==> src/rtl/axi_burst_master.sv <==
// AXI3 burst master: turns one core cache-line request into a single
// 4-beat INCR burst (AW/W/B for writes, AR/R for reads), one at a time.
// Ports:
//   Rvcore_*_i        core request (strobe, rw, line address, write line)
//   axi_data_o        last completed read line (word 0 in [DATA_W-1:0])
//   axi_rd_over_o     one-cycle read-done pulse
//   axi_wr_over_o     one-cycle write-done pulse
//   core_WAIT         interconnect busy; holds off raising AWVALID/ARVALID
//   M_AXI_*           AXI3 master channels AW, W, B, AR, R
module axi_burst_master #(
    parameter int unsigned ID_W   = 1,
    parameter int unsigned ADDR_W = 32,
    parameter int unsigned DATA_W = 32,
    parameter int unsigned LINE_W = 128
) (
    input  logic                  M_AXI_ACLK,
    input  logic                  M_AXI_ARESETN,
    input  logic                  Rvcore_valid_req_i,
    input  logic                  Rvcore_rw_i,
    input  logic [ADDR_W-1:0]     Rvcore_addr_i,
    input  logic [LINE_W-1:0]     Rvcore_data_i,
    output logic [LINE_W-1:0]     axi_data_o,
    output logic                  axi_rd_over_o,
    output logic                  axi_wr_over_o,
    input  logic                  core_WAIT,
    output logic [ID_W-1:0]       M_AXI_AWID,
    output logic [ADDR_W-1:0]     M_AXI_AWADDR,
    output logic [3:0]            M_AXI_AWLEN,
    output logic [2:0]            M_AXI_AWSIZE,
    output logic [1:0]            M_AXI_AWBURST,
    output logic                  M_AXI_AWVALID,
    input  logic                  M_AXI_AWREADY,
    output logic [DATA_W-1:0]     M_AXI_WDATA,
    output logic [DATA_W/8-1:0]   M_AXI_WSTRB,
    output logic                  M_AXI_WLAST,
    output logic                  M_AXI_WVALID,
    input  logic                  M_AXI_WREADY,
    input  logic [ID_W-1:0]       M_AXI_BID,
    input  logic [1:0]            M_AXI_BRESP,
    input  logic                  M_AXI_BVALID,
    output logic                  M_AXI_BREADY,
    output logic [ID_W-1:0]       M_AXI_ARID,
    output logic [ADDR_W-1:0]     M_AXI_ARADDR,
    output logic [3:0]            M_AXI_ARLEN,
    output logic [2:0]            M_AXI_ARSIZE,
    output logic [1:0]            M_AXI_ARBURST,
    output logic                  M_AXI_ARVALID,
    input  logic                  M_AXI_ARREADY,
    input  logic [ID_W-1:0]       M_AXI_RID,
    input  logic [DATA_W-1:0]     M_AXI_RDATA,
    input  logic [1:0]            M_AXI_RRESP,
    input  logic                  M_AXI_RLAST,
    input  logic                  M_AXI_RVALID,
    output logic                  M_AXI_RREADY
);

    localparam int unsigned BEATS  = LINE_W / DATA_W;
    localparam int unsigned CNT_W  = $clog2(BEATS);
    localparam int unsigned OFF_W  = $clog2(LINE_W / 8);
    localparam int unsigned STRB_W = DATA_W / 8;
    localparam logic [CNT_W-1:0] LAST_BEAT = CNT_W'(BEATS - 1);
    localparam logic [3:0]       AXLEN     = 4'(BEATS - 1);
    localparam logic [2:0]       AXSIZE    = 3'($clog2(STRB_W));

    typedef enum logic [2:0] {
        IDLE, WADDR, WDATA, WRESP, RADDR, RDATA
    } state_t;

    typedef logic [BEATS-1:0][DATA_W-1:0] line_t;

    state_t             state_q, state_d;
    logic [CNT_W-1:0]   cnt_q, cnt_d, cnt_inc;
    logic [ADDR_W-1:0]  addr_q, addr_d;
    line_t              line_q, line_d;
    line_t              rbuf_q, rbuf_d;
    line_t              data_q, data_d;
    logic [DATA_W-1:0]  wdata_q, wdata_d;
    logic               awvalid_q, awvalid_d;
    logic               wvalid_q, wvalid_d;
    logic               wlast_q, wlast_d;
    logic               bready_q, bready_d;
    logic               arvalid_q, arvalid_d;
    logic               rready_q, rready_d;
    logic               wr_over_q, wr_over_d;
    logic               rd_over_q, rd_over_d;
    logic               unused_inputs;

    assign cnt_inc = cnt_q + CNT_W'(1);

    // Response IDs/codes are not acted on; low address bits are forced to zero.
    assign unused_inputs = ^{M_AXI_BID, M_AXI_BRESP, M_AXI_RID, M_AXI_RRESP,
                             Rvcore_addr_i[OFF_W-1:0]};

    // Next-state and registered-output logic
    always_comb begin
        state_d   = state_q;
        cnt_d     = cnt_q;
        addr_d    = addr_q;
        line_d    = line_q;
        rbuf_d    = rbuf_q;
        data_d    = data_q;
        wdata_d   = wdata_q;
        awvalid_d = awvalid_q;
        wvalid_d  = wvalid_q;
        wlast_d   = wlast_q;
        bready_d  = bready_q;
        arvalid_d = arvalid_q;
        rready_d  = rready_q;
        wr_over_d = 1'b0;
        rd_over_d = 1'b0;

        unique case (state_q)
            IDLE: begin
                if (Rvcore_valid_req_i) begin
                    addr_d  = {Rvcore_addr_i[ADDR_W-1:OFF_W], OFF_W'(0)};
                    line_d  = Rvcore_data_i;
                    cnt_d   = '0;
                    state_d = Rvcore_rw_i ? RADDR : WADDR;
                end
            end
            // Once raised, AWVALID ignores core_WAIT until the handshake
            WADDR: begin
                if (!awvalid_q) begin
                    awvalid_d = !core_WAIT;
                end else if (M_AXI_AWREADY) begin
                    awvalid_d = 1'b0;
                    wvalid_d  = 1'b1;
                    wdata_d   = line_q[0];
                    wlast_d   = 1'b0;
                    state_d   = WDATA;
                end
            end
            // Next beat's data and WLAST are preloaded on each handshake
            WDATA: begin
                if (M_AXI_WREADY) begin
                    if (cnt_q == LAST_BEAT) begin
                        wvalid_d = 1'b0;
                        wlast_d  = 1'b0;
                        bready_d = 1'b1;
                        cnt_d    = '0;
                        state_d  = WRESP;
                    end else begin
                        cnt_d   = cnt_inc;
                        wdata_d = line_q[cnt_inc];
                        wlast_d = (cnt_inc == LAST_BEAT);
                    end
                end
            end
            WRESP: begin
                if (M_AXI_BVALID) begin
                    bready_d  = 1'b0;
                    wr_over_d = 1'b1;
                    state_d   = IDLE;
                end
            end
            RADDR: begin
                if (!arvalid_q) begin
                    arvalid_d = !core_WAIT;
                end else if (M_AXI_ARREADY) begin
                    arvalid_d = 1'b0;
                    rready_d  = 1'b1;
                    cnt_d     = '0;
                    state_d   = RDATA;
                end
            end
            // Either RLAST or the beat count closes the burst
            RDATA: begin
                if (M_AXI_RVALID) begin
                    rbuf_d[cnt_q] = M_AXI_RDATA;
                    if (M_AXI_RLAST || (cnt_q == LAST_BEAT)) begin
                        data_d    = rbuf_d;
                        rd_over_d = 1'b1;
                        rready_d  = 1'b0;
                        cnt_d     = '0;
                        state_d   = IDLE;
                    end else begin
                        cnt_d = cnt_inc;
                    end
                end
            end
            default: state_d = IDLE;
        endcase
    end

    // State and output registers
    always_ff @(posedge M_AXI_ACLK or negedge M_AXI_ARESETN) begin
        if (!M_AXI_ARESETN) begin
            state_q   <= IDLE;
            cnt_q     <= '0;
            addr_q    <= '0;
            line_q    <= '0;
            rbuf_q    <= '0;
            data_q    <= '0;
            wdata_q   <= '0;
            awvalid_q <= 1'b0;
            wvalid_q  <= 1'b0;
            wlast_q   <= 1'b0;
            bready_q  <= 1'b0;
            arvalid_q <= 1'b0;
            rready_q  <= 1'b0;
            wr_over_q <= 1'b0;
            rd_over_q <= 1'b0;
        end else begin
            state_q   <= state_d;
            cnt_q     <= cnt_d;
            addr_q    <= addr_d;
            line_q    <= line_d;
            rbuf_q    <= rbuf_d;
            data_q    <= data_d;
            wdata_q   <= wdata_d;
            awvalid_q <= awvalid_d;
            wvalid_q  <= wvalid_d;
            wlast_q   <= wlast_d;
            bready_q  <= bready_d;
            arvalid_q <= arvalid_d;
            rready_q  <= rready_d;
            wr_over_q <= wr_over_d;
            rd_over_q <= rd_over_d;
        end
    end

    assign axi_data_o    = data_q;
    assign axi_rd_over_o = rd_over_q;
    assign axi_wr_over_o = wr_over_q;

    assign M_AXI_AWID    = '0;
    assign M_AXI_AWADDR  = addr_q;
    assign M_AXI_AWLEN   = AXLEN;
    assign M_AXI_AWSIZE  = AXSIZE;
    assign M_AXI_AWBURST = 2'b01;
    assign M_AXI_AWVALID = awvalid_q;
    assign M_AXI_WDATA   = wdata_q;
    assign M_AXI_WSTRB   = '1;
    assign M_AXI_WLAST   = wlast_q;
    assign M_AXI_WVALID  = wvalid_q;
    assign M_AXI_BREADY  = bready_q;
    assign M_AXI_ARID    = '0;
    assign M_AXI_ARADDR  = addr_q;
    assign M_AXI_ARLEN   = AXLEN;
    assign M_AXI_ARSIZE  = AXSIZE;
    assign M_AXI_ARBURST = 2'b01;
    assign M_AXI_ARVALID = arvalid_q;
    assign M_AXI_RREADY  = rready_q;

endmodule

==> config.mk <==
export PLATFORM = sky130hd
export DESIGN_NAME = axi_burst_master
export DESIGN_NICKNAME = d
export VERILOG_FILES = /design/src/rtl/axi_burst_master.sv
export SDC_FILE = /design/constraint.sdc
export NUM_CORES = 1
export LEC_CHECK = 0
export CAP_MARGIN = 20
export CORE_ASPECT_RATIO = 0.6
export CORE_UTILIZATION = 42
export CTS_BUF_LIST = sky130_fd_sc_hd__clkbuf_4 sky130_fd_sc_hd__clkbuf_8
export DETAILED_ROUTE_END_ITERATION = 10
export PLACE_DENSITY = 0.69
export SYNTH_ARGS = -nofsm -noshare
export SYNTH_HDL_FRONTEND = slang
export SYNTH_SLANG_ARGS = --single-unit
==> constraint.sdc <==
create_clock -name M_AXI_ACLK -period 6.5 [get_ports M_AXI_ACLK]
set_input_delay 1.3 -clock M_AXI_ACLK [delete_from_list [all_inputs] [get_ports M_AXI_ACLK]]
set_output_delay 1.3 -clock M_AXI_ACLK [all_outputs]
set_load 0.05 [all_outputs]
# == Yosys cells after proc, flatten, opt, wreduce, memory -nomap -nowiden ==
# Index checks and enable logic that the tools add are counted.
# classes
addsub,1
n_lt_le_gt_ge,3
eq_ne,18
muxes,58
n_reduce_logical,18
# op_table
op,n
32-bit 2-to-1 mux,6
128-bit bitwise mux,1
32-bit binary-select mux with 2-bit select,1
32-bit demux with 2-bit select,1
32-bit one-hot mux with 2 select lines,1
3-bit 2-to-1 mux,11
1-bit 2-to-1 mux,24
"2-bit != test, second input constant",11
3-bit one-hot mux with 6 select lines,1
5-bit AND reduction,3
2-bit 2-to-1 mux,7
10-bit AND reduction,1
1-bit one-hot mux with 2 select lines,4
2-bit one-hot mux with 4 select lines,1
4-bit AND reduction,2
"3-bit by 2-bit == test with 1-bit output, second input constant",2
"3-bit == test, second input constant",2
"2-bit by 3-bit < comparator with 1-bit output, second input constant",2
6-bit AND reduction,1
2-bit nonzero test,3
"2-bit == test, second input constant",2
2-bit AND reduction,2
4-bit nonzero test,1
"3-bit by 1-bit == test with 1-bit output, second input constant",1
other kinds (7),7
# totals
register_bits,457
in_bits,209
out_inout_bits,256
wordCells,122

# == Depth between registers and ports, before layout ==
# logic_depth
depth_word,6
depth_mapped,10
ltp_nobuf,6

# == Worst setup path after synthesis ==
# OpenSTA, ideal clock, no wires.
# synth_timing
path_kind,input-to-reg
startpoint,in Rvcore_valid_req_i
endpoint,reg line_q[100] (netlist bit)
setup_time_ps,125
arrival_time_ps,2307
required_time_ps,6375
slack_ps,4068
path_stages,4
n_path_buf,2
cell_sequence,nor4b_2 > buf_2 > buf_2 > mux2_2
# synth_between
elab_chain_len,1
# synth_lines
element,line,text
from (decl),18,"input logic Rvcore_valid_req_i,"
2-bit AND reduction (no line),n/a,
to (signal assigned),207,line_q <= line_d;
to (decl),74,"line_t line_q, line_d;"
# Every way passes these cells.
# A chain may end at the register's enable or synchronous reset.

# == Final worst setup path ==
# layout_timing
startpoint,reg arvalid_q (netlist: M_AXI_ARVALID)
endpoint,out M_AXI_ARVALID
# layout_lines
element,line,text
from (decl),82,"logic arvalid_q, arvalid_d;"
from (signal assigned),215,arvalid_q <= arvalid_d;
to (decl),47,"output logic M_AXI_ARVALID,"
# No word-level cell between the ends.

==> impl_results.md <==
* Status: finished, final reports clean
* Number of cells produced by synthesis at 1527
* Vias per Instance at 5.051
* Total routed wirelength at 50.86 mm
* Final number of max-transition violations at 0
* Shortest clock period the worst path allows after layout at 3.259 ns
* Highest-delay cell along the critical path: clkdlybuf4s50_1
* Number of top-level design ports at 465
* Vias in the first global route at 13440
* Mapped Avg Cell Area at 12.96 um2
* Power density of the placed cells at 548.0 nW/um2
* Leak at 11.33 nW
* Final hold slack at 0.4805 ns
* Number of enable-type register cells in the synthesized netlist at 0
* Total number of placement rows at 61
* Remaining DRCs at 0
* Highest clock frequency the design can meet at 306.8 MHz
* Total GRT Usage at 0.2129
* Cells on Worst Hold Path at 2
* Post-route clock skew at 0.04347 ns
* Terminus of the critical flop-to-flop path: rbuf_q[65]$_DFFE_PN0P_
* Maximum number of pins on one net before global-route repair at 258
* Area of the die at 48000 um2
* Height of the chip at 170.1 um
* GRT Residual Overflow at 0
* Synth warnings at 0
* Comb pwr share at 0.470
* Final estimated routing congestion in global placement at 0.7880
* # Post-CTS Setup Buffers at 0
* Post-synthesis instance area at just under 20000 um2
* Worst Max-Slew Pin Slew at roughly 1.2 ns
* Sinks on Clock Net at 457
* Crit-path leading delay family: buffers and inverters
* Remaining number of nets flagged by the antenna check after routing at 0
* Number of storage elements in the synthesis netlist at 457
* Buffer levels on the longest clock path at 3
* Half-perimeter wire length of the detailed placement result at 33.32 mm
* Ordered list of cells on the worst path: clkdlybuf4s50_1
* Peak VDD IR at 0.0003420 V
* Synth async-reset ratio at 1.000
* Number of buffers added to fix hold violations after cts at 0
* Area growth from synthesis to final layout at 30.09%
* Number of setup violations in the final report at 0
* Clock-pin slew reported for the worst setup and hold paths after clock tree synthesis at 0.06 ns
* Root cell of the clock tree: clkbuf_8
* Core Footprint at 46400 um2
* H-Tree Level Count at 3
* Minimum setup slack among reg-to-reg paths at 3.39 ns
* Critical path launch point type: register
* Part of the power in registers at 0.345
* DR pass1 iterations at 5
* Clock buffer count from CTS at 71
* Number of endpoints with negative hold slack in the final report at 0
* RSZ-0062 raised after global routing: no
* Startpoint of the most critical hold path: axi_data_o[12]$_DFFE_PN0P_
* Buffer and inverter count on the worst path at 1
* Category of the worst setup path capture point: output pin
* Share of final-layout standard cells stronger than drive strength 1 at 0.2053
* Hold WC Path Type: reg2reg
* Horizontal die dimension at 282.2 um
* WL per Instance at 19.66 um
* Predominant post-synthesis flop cell: dfrtp_1
* Number of max-capacitance violations reported at 0
* Number of nets in the finished design at 2123
* Worst Path Arrival at 1.96 ns
* CP max FO at 5
* Number of vias after detailed routing at 13070
* Number of library cell types mapped by synthesis at between 40 and 50
* Slew HR at 0.2014
* Layout fillers at 3933
* Summed negative setup slack over all endpoints at 0 ns
* Net switching component of the power at 5.877 mW
* Required @ worst endpoint at 5.20 ns
* Clock latency on the worst-skew pair at 0.63 ns
* Slowest cell delay on critical path at 0.91 ns
* TritonCTS clock tree: built
* Final Cycle Share at 0.5014
* Source of the worst register-to-register timing path: cnt_q[0]$_DFFE_PN0P_
* End point of the worst hold path: axi_data_o[12]$_DFFE_PN0P_
* Iteration-0 DRC Markers at 733
* PortBufs at approximately 420
* Length in cells of the worst reg-to-reg path at 5
* Worst setup path class: reg2out
* Initial antenna violation count at 3
* Wire length of the first global-routing pass at 78.39 mm
* Internal power at 8.227 mW
* Switching share of power at 0.4167
* Total of cells resized after clock tree synthesis at 0
* Initial core utilization at 0.4263
* Seq/Total Area, Yosys at 0.5781
* Clock share of power at 0.185
* Total number of cells along the worst setup path at 1
placed cells by master, fill, tap and decap left out, types with 4 or more instances in the layout:
cell type        instances
diode_2                  4
inv_1                   38
clkbuf_4                14
o22ai_1                 32
conb_1                  32
nand2_1                135
nor2_1                   4
mux2_1                  37
nand2_2                  4
a21oi_1                  6
buf_4                   12
bufinv_16                4
clkinv_2                 7
mux2_2                 249
o21ai_1                128
clkbuf_8                87
dfrtp_1                456
mux2i_1                196
clkdlybuf4s50_1        421
ha_2                     4
buf_12                   5
a2bb2oi_1               31
o21ai_0                  6
per-stage QoR:
step / instance area (um2) / util / total power, mW / setup WS, ns / std cells
3_3_place_gp: 24190 / 0.5213 / 11.40 / 2.745 / 2464
6_report: 25730 / 0.5546 / 14.10 / 3.241 / 2587
5_1_grt: 25730 / 0.5545 / 14.85 / 3.159 / 2585
3_5_place_dp: 24210 / 0.5218 / 11.58 / 2.769 / 2465
4_1_cts: 25720 / 0.5544 / 14.23 / 3.190 / 2583
2_1_floorplan: 19900 / - / 9.512 / 4.068 / 1557
metal layers:
layer  vias up  GRT usage  part of all wire
met4         0    0.07732             0.028
met5         -          0                 0
li1       6045          -                 -
met3        79    0.04338             0.041
met1      6680     0.2938              0.46
met2       264     0.3328              0.47
synth_stat cells, types with 2 or more instances:
library cell / number / area, um2
mux2_1: 37 / 416.7
nand3_1: 2 / 10.01
mux2i_1: 196 / 1962
a2bb2oi_1: 31 / 271.5
buf_2: 58 / 290.3
dfrtp_1: 457 / 11440
ha_1: 6 / 75.07
buf_6: 3 / 33.78
inv_1: 38 / 142.6
buf_4: 63 / 473.0
o21ai_0: 6 / 30.03
nor4b_1: 2 / 17.52
nor3b_1: 2 / 15.01
or3b_1: 2 / 17.52
o21ai_2: 2 / 17.52
o21ai_1: 128 / 640.6
nand2_1: 139 / 521.8
nand2b_1: 3 / 18.77
o22ai_1: 32 / 200.2
a21oi_1: 6 / 30.03
nor3_1: 2 / 10.01
conb_1: 2 / 7.510
nor2_1: 4 / 15.01
o21a_1: 2 / 15.01
mux2_2: 249 / 2804
clkbuf_1: 37 / 138.9
registers in the layout (all words and copies together), names as in the netlist, 2 cells and up:
register / count
axi_data_o: 128
line_q: 128
rbuf_q: 128
M_AXI_WDATA: 32
M_AXI_ARADDR: 28
state_q: 3
cnt_q: 2
how the worst max path moves through the flow:
stage | start | to
2_1_floorplan | Rvcore_valid_req_i | line_q[100]$_DFFE_PN0P_
3_3_place_gp | M_AXI_RVALID | rbuf_q[48]$_DFFE_PN0P_
3_5_place_dp | M_AXI_RVALID | rbuf_q[68]$_DFFE_PN0P_
4_1_cts | M_AXI_ARVALID$_DFFE_PN0N_ | M_AXI_ARVALID
5_1_grt | M_AXI_ARVALID$_DFFE_PN0N_ | M_AXI_ARVALID
6_report | M_AXI_ARVALID$_DFFE_PN0N_ | M_AXI_ARVALID
power groups by stage:
stage	registers [mW]	clock network (mW)	logic [mW]
finish	4.87	2.61	6.62
global route	5.04	2.82	6.99
CTS	4.87	2.68	6.68
detailed placement	4.91	0	6.66
global placement	4.85	0	6.55
floorplan	6.53	0	2.99
layout make-up:
| class | count | area (um2) | share of cell area |
|---|---|---|---|
| flip-flops and latches | 457 | 11440 | 0.4444 |
| multi-input cells | 901 | 7425 | 0.2885 |
| repair buffers | 439 | 4419 | 0.1717 |
| clock buffers | 101 | 1303 | 0.05061 |
| well taps | 630 | 788.3 | 0.03063 |
| clock inverters | 17 | 210.2 | 0.008168 |
| inverters | 38 | 142.6 | 0.005543 |
| diodes | 4 | 10.01 | 0.0003890 |
cell families after synthesis:
group                      count (synthesis)  synth area share
other                                      2         0.0003796
muxes                                    482            0.2620
DFF                                      457            0.5781
buffers and inverters                    199           0.05452
adders and majority gates                  6          0.003795
and+or+nand+nor                          164           0.03599
AOI/OAI and AO/OA                        217           0.06527
Note: power is estimated with default switching activity, not from simulation.
